===== config.mk =====
export PLATFORM = sky130hd
export DESIGN_NAME = execute_stage
export DESIGN_NICKNAME = d
export VERILOG_FILES = /design/src/rtl/execute_stage.sv
export SDC_FILE = /design/constraint.sdc
export NUM_CORES = 1
export LEC_CHECK = 0
export CELL_PAD_IN_SITES_DETAIL_PLACEMENT = 1
export CELL_PAD_IN_SITES_GLOBAL_PLACEMENT = 1
export CORE_AREA = 2 2 224 226
export CTS_BUF_LIST = sky130_fd_sc_hd__clkbuf_4 sky130_fd_sc_hd__clkbuf_8 sky130_fd_sc_hd__clkbuf_16
export CTS_CLUSTER_DIAMETER = 50
export DETAILED_ROUTE_END_ITERATION = 8
export DIE_AREA = 0 0 226 228
export PLACE_DENSITY = 0.68
export SLEW_MARGIN = 20
export SYNTH_ARGS = -nofsm -noshare
export SYNTH_HDL_FRONTEND = slang
export SYNTH_SLANG_ARGS = --single-unit

===== constraint.sdc =====
create_clock -name clk -period 5.4 [get_ports clk]
set_input_delay 1.35 -clock clk [delete_from_list [all_inputs] [get_ports clk]]
set_output_delay 1.35 -clock clk [all_outputs]
set_load 0.05 [all_outputs]

===== src/rtl/execute_stage.sv =====
// Execute stage: operand forwarding, ALU, destination select and branch resolution,
// registered into the EX/MEM pipeline register with stall/flush control.
module execute_stage #(
    parameter int ADDR_BITS      = 32,
    parameter int DATA_WIDTH     = 32,
    parameter int EXEC_BUS_WIDTH = 6,
    parameter int MEM_BUS_WIDTH  = 3,
    parameter int WB_BUS_WIDTH   = 2,
    parameter int REG_ADDR_BITS  = 5
) (
    input  logic                      clk,
    input  logic                      rst_n,
    input  logic                      stall,
    input  logic                      flush,
    input  logic                      valid_in,
    input  logic [EXEC_BUS_WIDTH-1:0] execute_bus_in,
    input  logic [MEM_BUS_WIDTH-1:0]  memory_bus_in,
    input  logic [WB_BUS_WIDTH-1:0]   wb_bus_in,
    input  logic [ADDR_BITS-1:0]      next_pc_in,
    input  logic [DATA_WIDTH-1:0]     reg_rs_data_in,
    input  logic [DATA_WIDTH-1:0]     reg_rt_data_in,
    input  logic [DATA_WIDTH-1:0]     inm_data_in,
    input  logic [REG_ADDR_BITS-1:0]  add_reg_rt_in,
    input  logic [REG_ADDR_BITS-1:0]  add_reg_rd_in,
    input  logic [1:0]                fwd_a_sel,
    input  logic [1:0]                fwd_b_sel,
    input  logic [DATA_WIDTH-1:0]     mem_fwd_data,
    input  logic [DATA_WIDTH-1:0]     wb_fwd_data,
    output logic                      valid_out,
    output logic [MEM_BUS_WIDTH-1:0]  memory_bus_out,
    output logic [WB_BUS_WIDTH-1:0]   wb_bus_out,
    output logic [DATA_WIDTH-1:0]     alu_result_out,
    output logic [DATA_WIDTH-1:0]     store_data_out,
    output logic [REG_ADDR_BITS-1:0]  add_reg_w_out,
    output logic [ADDR_BITS-1:0]      branch_target_out,
    output logic                      branch_taken_out,
    output logic                      overflow_out
);
    localparam int MSB = DATA_WIDTH - 1;

    typedef struct packed {
        logic                     valid;
        logic [MEM_BUS_WIDTH-1:0] mem_bus;
        logic [WB_BUS_WIDTH-1:0]  wb_bus;
        logic [DATA_WIDTH-1:0]    alu;
        logic [DATA_WIDTH-1:0]    store;
        logic [REG_ADDR_BITS-1:0] wreg;
        logic [ADDR_BITS-1:0]     target;
        logic                     taken;
        logic                     ovf;
    } exmem_t;

    exmem_t exmem_d, exmem_q;

    logic [3:0]            alu_op;
    logic                  alu_src, reg_dst, zero;
    logic [DATA_WIDTH-1:0] op_a, fwd_b, op_b, sum, diff, alu_res, inm_shl;
    logic                  ovf;

    assign alu_op  = execute_bus_in[3:0];
    assign alu_src = execute_bus_in[4];
    assign reg_dst = execute_bus_in[5];

    always_comb begin
        case (fwd_a_sel)
            2'b01:   op_a = mem_fwd_data;
            2'b10:   op_a = wb_fwd_data;
            default: op_a = reg_rs_data_in;
        endcase
        case (fwd_b_sel)
            2'b01:   fwd_b = mem_fwd_data;
            2'b10:   fwd_b = wb_fwd_data;
            default: fwd_b = reg_rt_data_in;
        endcase
    end

    assign op_b = alu_src ? inm_data_in : fwd_b;
    assign sum  = op_a + op_b;
    assign diff = op_a - op_b;
    // Branch compare uses the forwarded rt value, never the immediate.
    assign zero = (op_a == fwd_b);
    assign inm_shl = inm_data_in << 2;

    always_comb begin
        alu_res = '0;
        ovf     = 1'b0;
        case (alu_op)
            4'b0000: alu_res = op_a & op_b;
            4'b0001: alu_res = op_a | op_b;
            4'b0010: begin
                alu_res = sum;
                ovf     = (op_a[MSB] == op_b[MSB]) && (sum[MSB] != op_a[MSB]);
            end
            4'b0011: alu_res = op_a ^ op_b;
            4'b0110: begin
                alu_res = diff;
                ovf     = (op_a[MSB] != op_b[MSB]) && (diff[MSB] != op_a[MSB]);
            end
            4'b0111: alu_res = DATA_WIDTH'($signed(op_a) < $signed(op_b));
            4'b1100: alu_res = ~(op_a | op_b);
            4'b0101: alu_res = {{(DATA_WIDTH-16){1'b0}}, op_b[15:0]} << 16;
            4'b1000: alu_res = DATA_WIDTH'(op_a < op_b);
            default: alu_res = '0;
        endcase
    end

    always_comb begin
        exmem_d         = '0;
        exmem_d.valid   = valid_in;
        exmem_d.mem_bus = valid_in ? memory_bus_in : '0;
        exmem_d.wb_bus  = valid_in ? wb_bus_in : '0;
        exmem_d.alu     = alu_res;
        exmem_d.store   = fwd_b;
        exmem_d.wreg    = reg_dst ? add_reg_rd_in : add_reg_rt_in;
        exmem_d.target  = next_pc_in + ADDR_BITS'(inm_shl);
        exmem_d.taken   = memory_bus_in[2] & zero & valid_in;
        exmem_d.ovf     = ovf & valid_in;
    end

    always_ff @(posedge clk) begin
        if (!rst_n)      exmem_q <= '0;
        else if (flush)  exmem_q <= '0;
        else if (!stall) exmem_q <= exmem_d;
    end

    assign valid_out         = exmem_q.valid;
    assign memory_bus_out    = exmem_q.mem_bus;
    assign wb_bus_out        = exmem_q.wb_bus;
    assign alu_result_out    = exmem_q.alu;
    assign store_data_out    = exmem_q.store;
    assign add_reg_w_out     = exmem_q.wreg;
    assign branch_target_out = exmem_q.target;
    assign branch_taken_out  = exmem_q.taken;
    assign overflow_out      = exmem_q.ovf;
endmodule

==> results of run 1 <==
[state kept, by name, indices dropped and copies added, names as in the netlist]
register / count
valid_out: 1
branch_taken_out: 1
add_reg_w_out: 5
overflow_out: 1
alu_result_out: 32
store_data_out: 32
branch_target_out: 32
memory_bus_out: 3
wb_bus_out: 2
[stage by stage]
step	instances	power, mW
floorplan	1710	2.215
global placement	2958	3.522
detailed placement	2958	3.559
CTS	2974	4.326
finish	2983	4.426
global route	2983	4.659
[final cells by class]
cell class,count,area (um2),share of cell area
clock buffer,11,246.5,0.01281
multi-input combinational,1382,9448,0.4909
sequential,109,2182,0.1134
clock inverter,5,41.29,0.002145
inverter,112,424.2,0.02204
timing repair buffer,692,6065,0.3151
tap,672,840.8,0.04368
[cell usage after synthesis, types with 7 or more instances]
library cell	n	area [um2]
mux2i_1	21	210.2
xor2_1	26	227.7
o211ai_1	15	112.6
dfxtp_1	109	2182
nand2b_1	18	112.6
nand4_1	9	56.30
ha_1	127	1589
buf_2	7	35.03
a22o_1	17	148.9
a21o_1	30	225.2
and3_1	11	68.82
o21ai_0	130	650.6
and2_1	7	43.79
a221o_1	33	330.3
o31ai_1	13	97.59
buf_1	19	71.32
a221oi_1	19	166.4
or3_1	10	62.56
nor2b_1	13	81.33
a22oi_1	43	322.8
nor3_1	26	130.1
o21bai_1	12	90.09
a21oi_1	226	1131
a222oi_1	13	130.1
clkbuf_1	79	296.5
inv_1	110	412.9
o21a_1	15	112.6
nor2_1	231	867.1
nand2_1	109	409.1
nand3_1	17	85.08
nor4_1	19	118.9
xnor2_1	65	569.3
a31oi_1	15	93.84
a211oi_1	15	112.6
[what timing repair did]
action / 4_1_cts / 5_1_grt
setup buffers: 0 / 8
hold endpoints to repair: 0 / 0
pin swaps: 1 / 22
hold buffers: 0 / 0
gates cloned: 0 / 1
setup endpoints to repair: 18 / 24
gates resized for setup: 17 / 65
[power groups by stage]
stage | logic (mW) | clock network, mW | registers (mW)
2_1_floorplan | 1.25 | 0 | 0.965
3_3_place_gp | 2.65 | 0 | 0.870
3_5_place_dp | 2.69 | 0 | 0.871
4_1_cts | 2.72 | 0.753 | 0.853
5_1_grt | 3.03 | 0.777 | 0.856
6_report | 2.85 | 0.728 | 0.852
[metal layers]
layer | global-route usage | vias up | routed length [um]
li1 | - | 7380 | -
met1 | 0.3210 | 7980 | 29100
met2 | 0.5066 | 554 | 37070
met3 | 0.05023 | 170 | 4015
met4 | 0.1074 | 8 | 3093
met5 | 0 | - | 46
[path summary, 6_finish.rpt]
check	startpoint	end	depth (start not counted)
hold reg to reg	alu_result_out[3]	alu_result_out[3]	2
hold / removal	alu_result_out[3]	alu_result_out[3]	2
setup reg to reg	alu_result_out[0]	alu_result_out[0]	5
setup / recovery	fwd_a_sel[1]	alu_result_out[21]	18
[kinds of logic (layout without fill, tap and decap cells)]
kind of cell    after synthesis  count (layout)  share of synthesized area
compound gates              655             655                     0.3548
mux                          22              22                    0.01822
simple gates                484             484                     0.1768
buf+inv                     219             820                    0.06930
fa+ha+maj                   130             130                     0.1357
xor+xnor                     91              91                    0.06559
flops                       109             109                     0.1796
[worst max-delay path, stage by stage]
cell and delay [ns]:
clkdlybuf4s50_1 0.53, inv_1 0.06, ha_2 0.22, buf_4 0.18, a221oi_1 0.56, buf_4 0.24, nor2_1 0.06, ha_1 0.37
nand2_1 0.13, nor2_1 0.19, a22o_1 0.22, a311oi_2 0.11, buf_4 0.16, nor2_1 0.16, a31oi_2 0.16, a2111o_1 0.43
a221oi_1 0.31, nor3_1 0.08
==> results.yml, run 1 <==
outcome:
  outcome: "finished clean"
floorplan:
  initial_utilization: 0.2462
  die_h_um: 228
  core_area_um2: 49350
  fp.dieW_um: 226
  io_pins: 331
  die-area_um2: 51530
  rows: 82
layout:
  final_common_cell: "buf_4"
  fin_util: 0.3900
  area_growth_pct: 58.39
  final_cell_mix: "buf_4, clkdlybuf4s50_1, nor2_1, a21oi_1, ha_1"
  diodes: 0
  finalNetCount: 2658
  fin_area_um2: 19250
  drive_gt1_frac: 0.2025
  fillers: 6029
detailed_routing:
  drt_pass1_iterations: 6
  routedWlPerCell_um: 24.58
  wl_um: 73330
  dr_total_vias: 16092
  drtIter0Drc: 1032
  vias_per_cell: 5.395
  drtAntennaViolNets: 0
  route.detailed.drc: 0
setup_path:
  r2r_setup_slack_ns: 3.55
  critical_path_class: "in -> reg"
  start_kind: "primary input"
  cp_max_fo: 7
  cp-end-kind: "flip-flop"
  cp.arrival_ns: 5.51
  required_ns: 5.68
power:
  powerDensity_nw_per_um2: 230.0
  pwr-share-seq: 0.193
  clock_power_share: 0.165
  peakVddDrop_v: 0.0001401
  comb_power_share: 0.643
  p_leak_nw: 8.124
  swShare: 0.4468
  internal_power_mw: 2.449
  switching_power_mw: 1.978
placed_design:
  place.gp.congestion: 0.9771
  port_buffers: 330
  place_area_um2: 18560
  hpwl_um: 60760
  pre_cts_ws_ns: -0.7980
sta:
  skew_ns: 0
  fmax_mhz: 191.1
  relSlewSlack: 0.3451
  finalCritPeriodShare: 0.9689
  worst_slew_pin_slew_ns: 0.9824
  fin_ws_ns: 0.1679
  hold_ws_ns: 0.4762
  drv_slew: 0
  setup_tns_ns: 0
  hold_viol: 0
  setup_violations: 0
  period_minus_slack_ns: 5.232
logic_synthesis:
  ys_warn_count: 0
  synthFlopType: "dfxtp_1"
  synth_edf_count: 0
  syn_nets: 2062
  avgSynthCellArea_um2: 7.106
  synth_cells: 1710
  yosysUniqueCellTypes: 77
  ys_seq_area_frac: 0.1796
  synth_area_um2: 12150
  synth-async-reset-ratio: 0
  ys_ff_latch: 109
clock_network:
  clk_pin_slew_ns: 0.09
  clk_latency_ns: 0.41
  cts_tree: "built"
  htreeDepth: 3
  cts.path.max_buffers: 2
  clock_tree.root_cell: "clkbuf_16"
  clkSinkCount: 109
  cts_made_buffers: 9
grt:
  grt_pass1_wl_um: 107000
  grt_max_degree: 92
  grt_pass1_vias: 17158
  antenna_found_initial: 7
  track_usage: 0.2790
  globalRouteOverflowTotal: 0
min_path:
  min_path_type: "reg -> reg"
run:
  max_cap_viol_count: 0
No activity file was read; power rests on OpenSTA's default activity.
==> run 2, diff against run 1 <==
Settings changed: CORE_AREA 2 2 224 226 to 2 2 198 200, DIE_AREA 0 0 226 228 to 0 0 200 202, PLACE_DENSITY 0.68 to 0.89.
==> results.yml, run 2 (synthesis gave the netlist of run 1 again) <==
grt:
  antenna_found_initial: 3
  grt_pass1_vias: 17376
  track_usage: 0.3578
  grt_max_degree: 86
  grt_pass1_wl_um: 108000
  globalRouteOverflowTotal: 0
sta:
  hold_viol: 0
  fmax_mhz: 188.5
  skew_ns: 0
  period_minus_slack_ns: 5.305
  relSlewSlack: 0.4063
  setup_tns_ns: 0
  rsz0062_at_grt: "true"
  drv_slew: 0
  finalCritPeriodShare: 0.9823
  worst_slew_pin_slew_ns: 0.8906
  setup_violations: 0
setup_path:
  r2r_setup_slack_ns: 3.57
  reg2reg_depth: 5
  setup.worst_path.end: "alu_result_out[17]"
  cp-end-kind: "flip-flop"
  reg2reg_from: "alu_result_out[30]"
  cp-startpoint: "fwd_a_sel[1]"
  cp_max_fo: 14
  r2r_end: "alu_result_out[30]"
  start_kind: "primary input"
  critical_path_class: "in -> reg"
  cp.arrival_ns: 5.59
  required_ns: 5.68
detailed_routing:
  drt_pass1_iterations: 6
  drtIter0Drc: 1268
  dr_total_vias: 16572
  route.detailed.drc: 0
  wl_um: 74210
  drtAntennaViolNets: 0
  vias_per_cell: 5.868
  routedWlPerCell_um: 26.28
power:
  clock_power_share: 0.177
  switching_power_mw: 2.083
  comb_power_share: 0.635
  pwr-share-seq: 0.188
  peakVddDrop_v: 0.0001917
  p_leak_nw: 8.117
  powerDensity_nw_per_um2: 237.8
  swShare: 0.4589
  internal_power_mw: 2.457
floorplan:
  rows: 72
  initial_utilization: 0.3174
  die-area_um2: 40400
  die_h_um: 202
  fp.dieW_um: 200
  core_area_um2: 38290
  io_pins: 331
layout:
  area_growth_pct: 57.13
  final_cell_mix: "buf_4, clkdlybuf4s50_1, nor2_1, a21oi_1, ha_1"
  final_common_cell: "buf_4"
  fin_util: 0.4987
  drive_gt1_frac: 0.1964
  instances_no_fill: 2824
  diodes: 0
  finalNetCount: 2653
placed_design:
  place_inst: 2800
  port_buffers: 330
  place.gp.congestion: 1.027
  hpwl_um: 60160
outcome:
  outcome: "finished clean"
clock_network:
  htreeDepth: 3
  cts.path.max_buffers: 2
  cts_made_buffers: 9
  clk_pin_slew_ns: 0.12
  clock_tree.root_cell: "clkbuf_16"
  cts_tree: "built"
  clkSinkCount: 109
  clk_latency_ns: 0.41
min_path:
  min_path_type: "reg -> reg"
run:
  max_cap_viol_count: 0
run 2: how the worst min path moves through the flow:
stage	cells past startpoint	start	endpoint
after floorplan	2	branch_target_out[24]	branch_target_out[24]
after detailed placement	1	branch_target_out[26]	branch_target_out[26]
after CTS	2	memory_bus_out[2]	memory_bus_out[2]
after global placement	2	branch_target_out[24]	branch_target_out[24]
after global routing	2	alu_result_out[18]	alu_result_out[18]
final	2	alu_result_out[18]	alu_result_out[18]
run 2: worst max-delay path, stage by stage:
cell	delay [ns]
clkdlybuf4s50_1	0.54
inv_1	0.07
ha_2	0.21
buf_6	0.17
a221o_1	0.32
o21ai_1	0.12
inv_1	0.11
ha_1	0.31
buf_4	0.16
inv_1	0.07
a21oi_1	0.09
a221o_1	0.37
o21ai_2	0.23
a41oi_4	0.21
o221ai_4	0.28
buf_4	0.16
mux2i_1	0.07
xnor2_1	0.19
a221oi_1	0.30
buf_4	0.20
nor3_1	0.05
run 2: power groups by stage:
stage	clock, mW	sequential [mW]	combinational (mW)
finish	0.805	0.852	2.88
floorplan	0	0.965	1.25
global placement	0	0.868	2.63
detailed placement	0	0.869	2.69
global route	0.831	0.854	3.05
CTS	0.810	0.851	2.76
run 2: through the flow:
step / power (mW) / setup slack [ns] / hold slack (ns) / area, um2
floorplan: 2.215 / 0.02582 / 0.6726 / 12160
CTS: 4.416 / -0.01085 / 0.4800 / 18870
global placement: 3.499 / -0.6468 / 0.4483 / 18340
global route: 4.733 / -0.05180 / 0.5003 / 19090
finish: 4.540 / 0.09548 / 0.4776 / 19090
detailed placement: 3.556 / -0.8425 / 0.4621 / 18340
run 2: repair_timing:
| item | CTS | global route |
|---|---|---|
| hold endpoints to repair | 0 | 0 |
| gates resized for setup | 36 | 57 |
| gates cloned | 0 | 1 |
| buffers inserted | 6 | 2 |
| endpoints found under the setup margin | 23 | 19 |
| pin swaps | 11 | 17 |
| hold buffers | 0 | 0 |
run 2: final cells by class:
cell class,count,area [um2]
clock buffers,9,225.2
clock inverters,7,96.34
fillers,4750,19190
inverters,112,420.4
multi-input cells,1382,9444
flip-flops and latches,109,2182
well taps,518,648.1
repair buffers,687,6077
run 2: layer usage:
layer	routed length, um	track usage
met5	9	0
met4	5108	0.2127
met3	6288	0.08093
met2	34590	0.5923
met1	28210	0.4199
==> run 3, diff against run 2 <==
==> constraint.sdc (replaced) <==
create_clock -name clk -period 5.4 [get_ports clk]
set_input_delay 1.35 -clock clk [delete_from_list [all_inputs] [get_ports clk]]
set_output_delay 1.35 -clock clk [all_outputs]
set_load 0.1 [all_outputs]
==> results of run 3 <==
The final DEF is identical to that of run 2. Status: finished clean.
Main changes from that run: total power 4.540 mW -> 4.648 mW
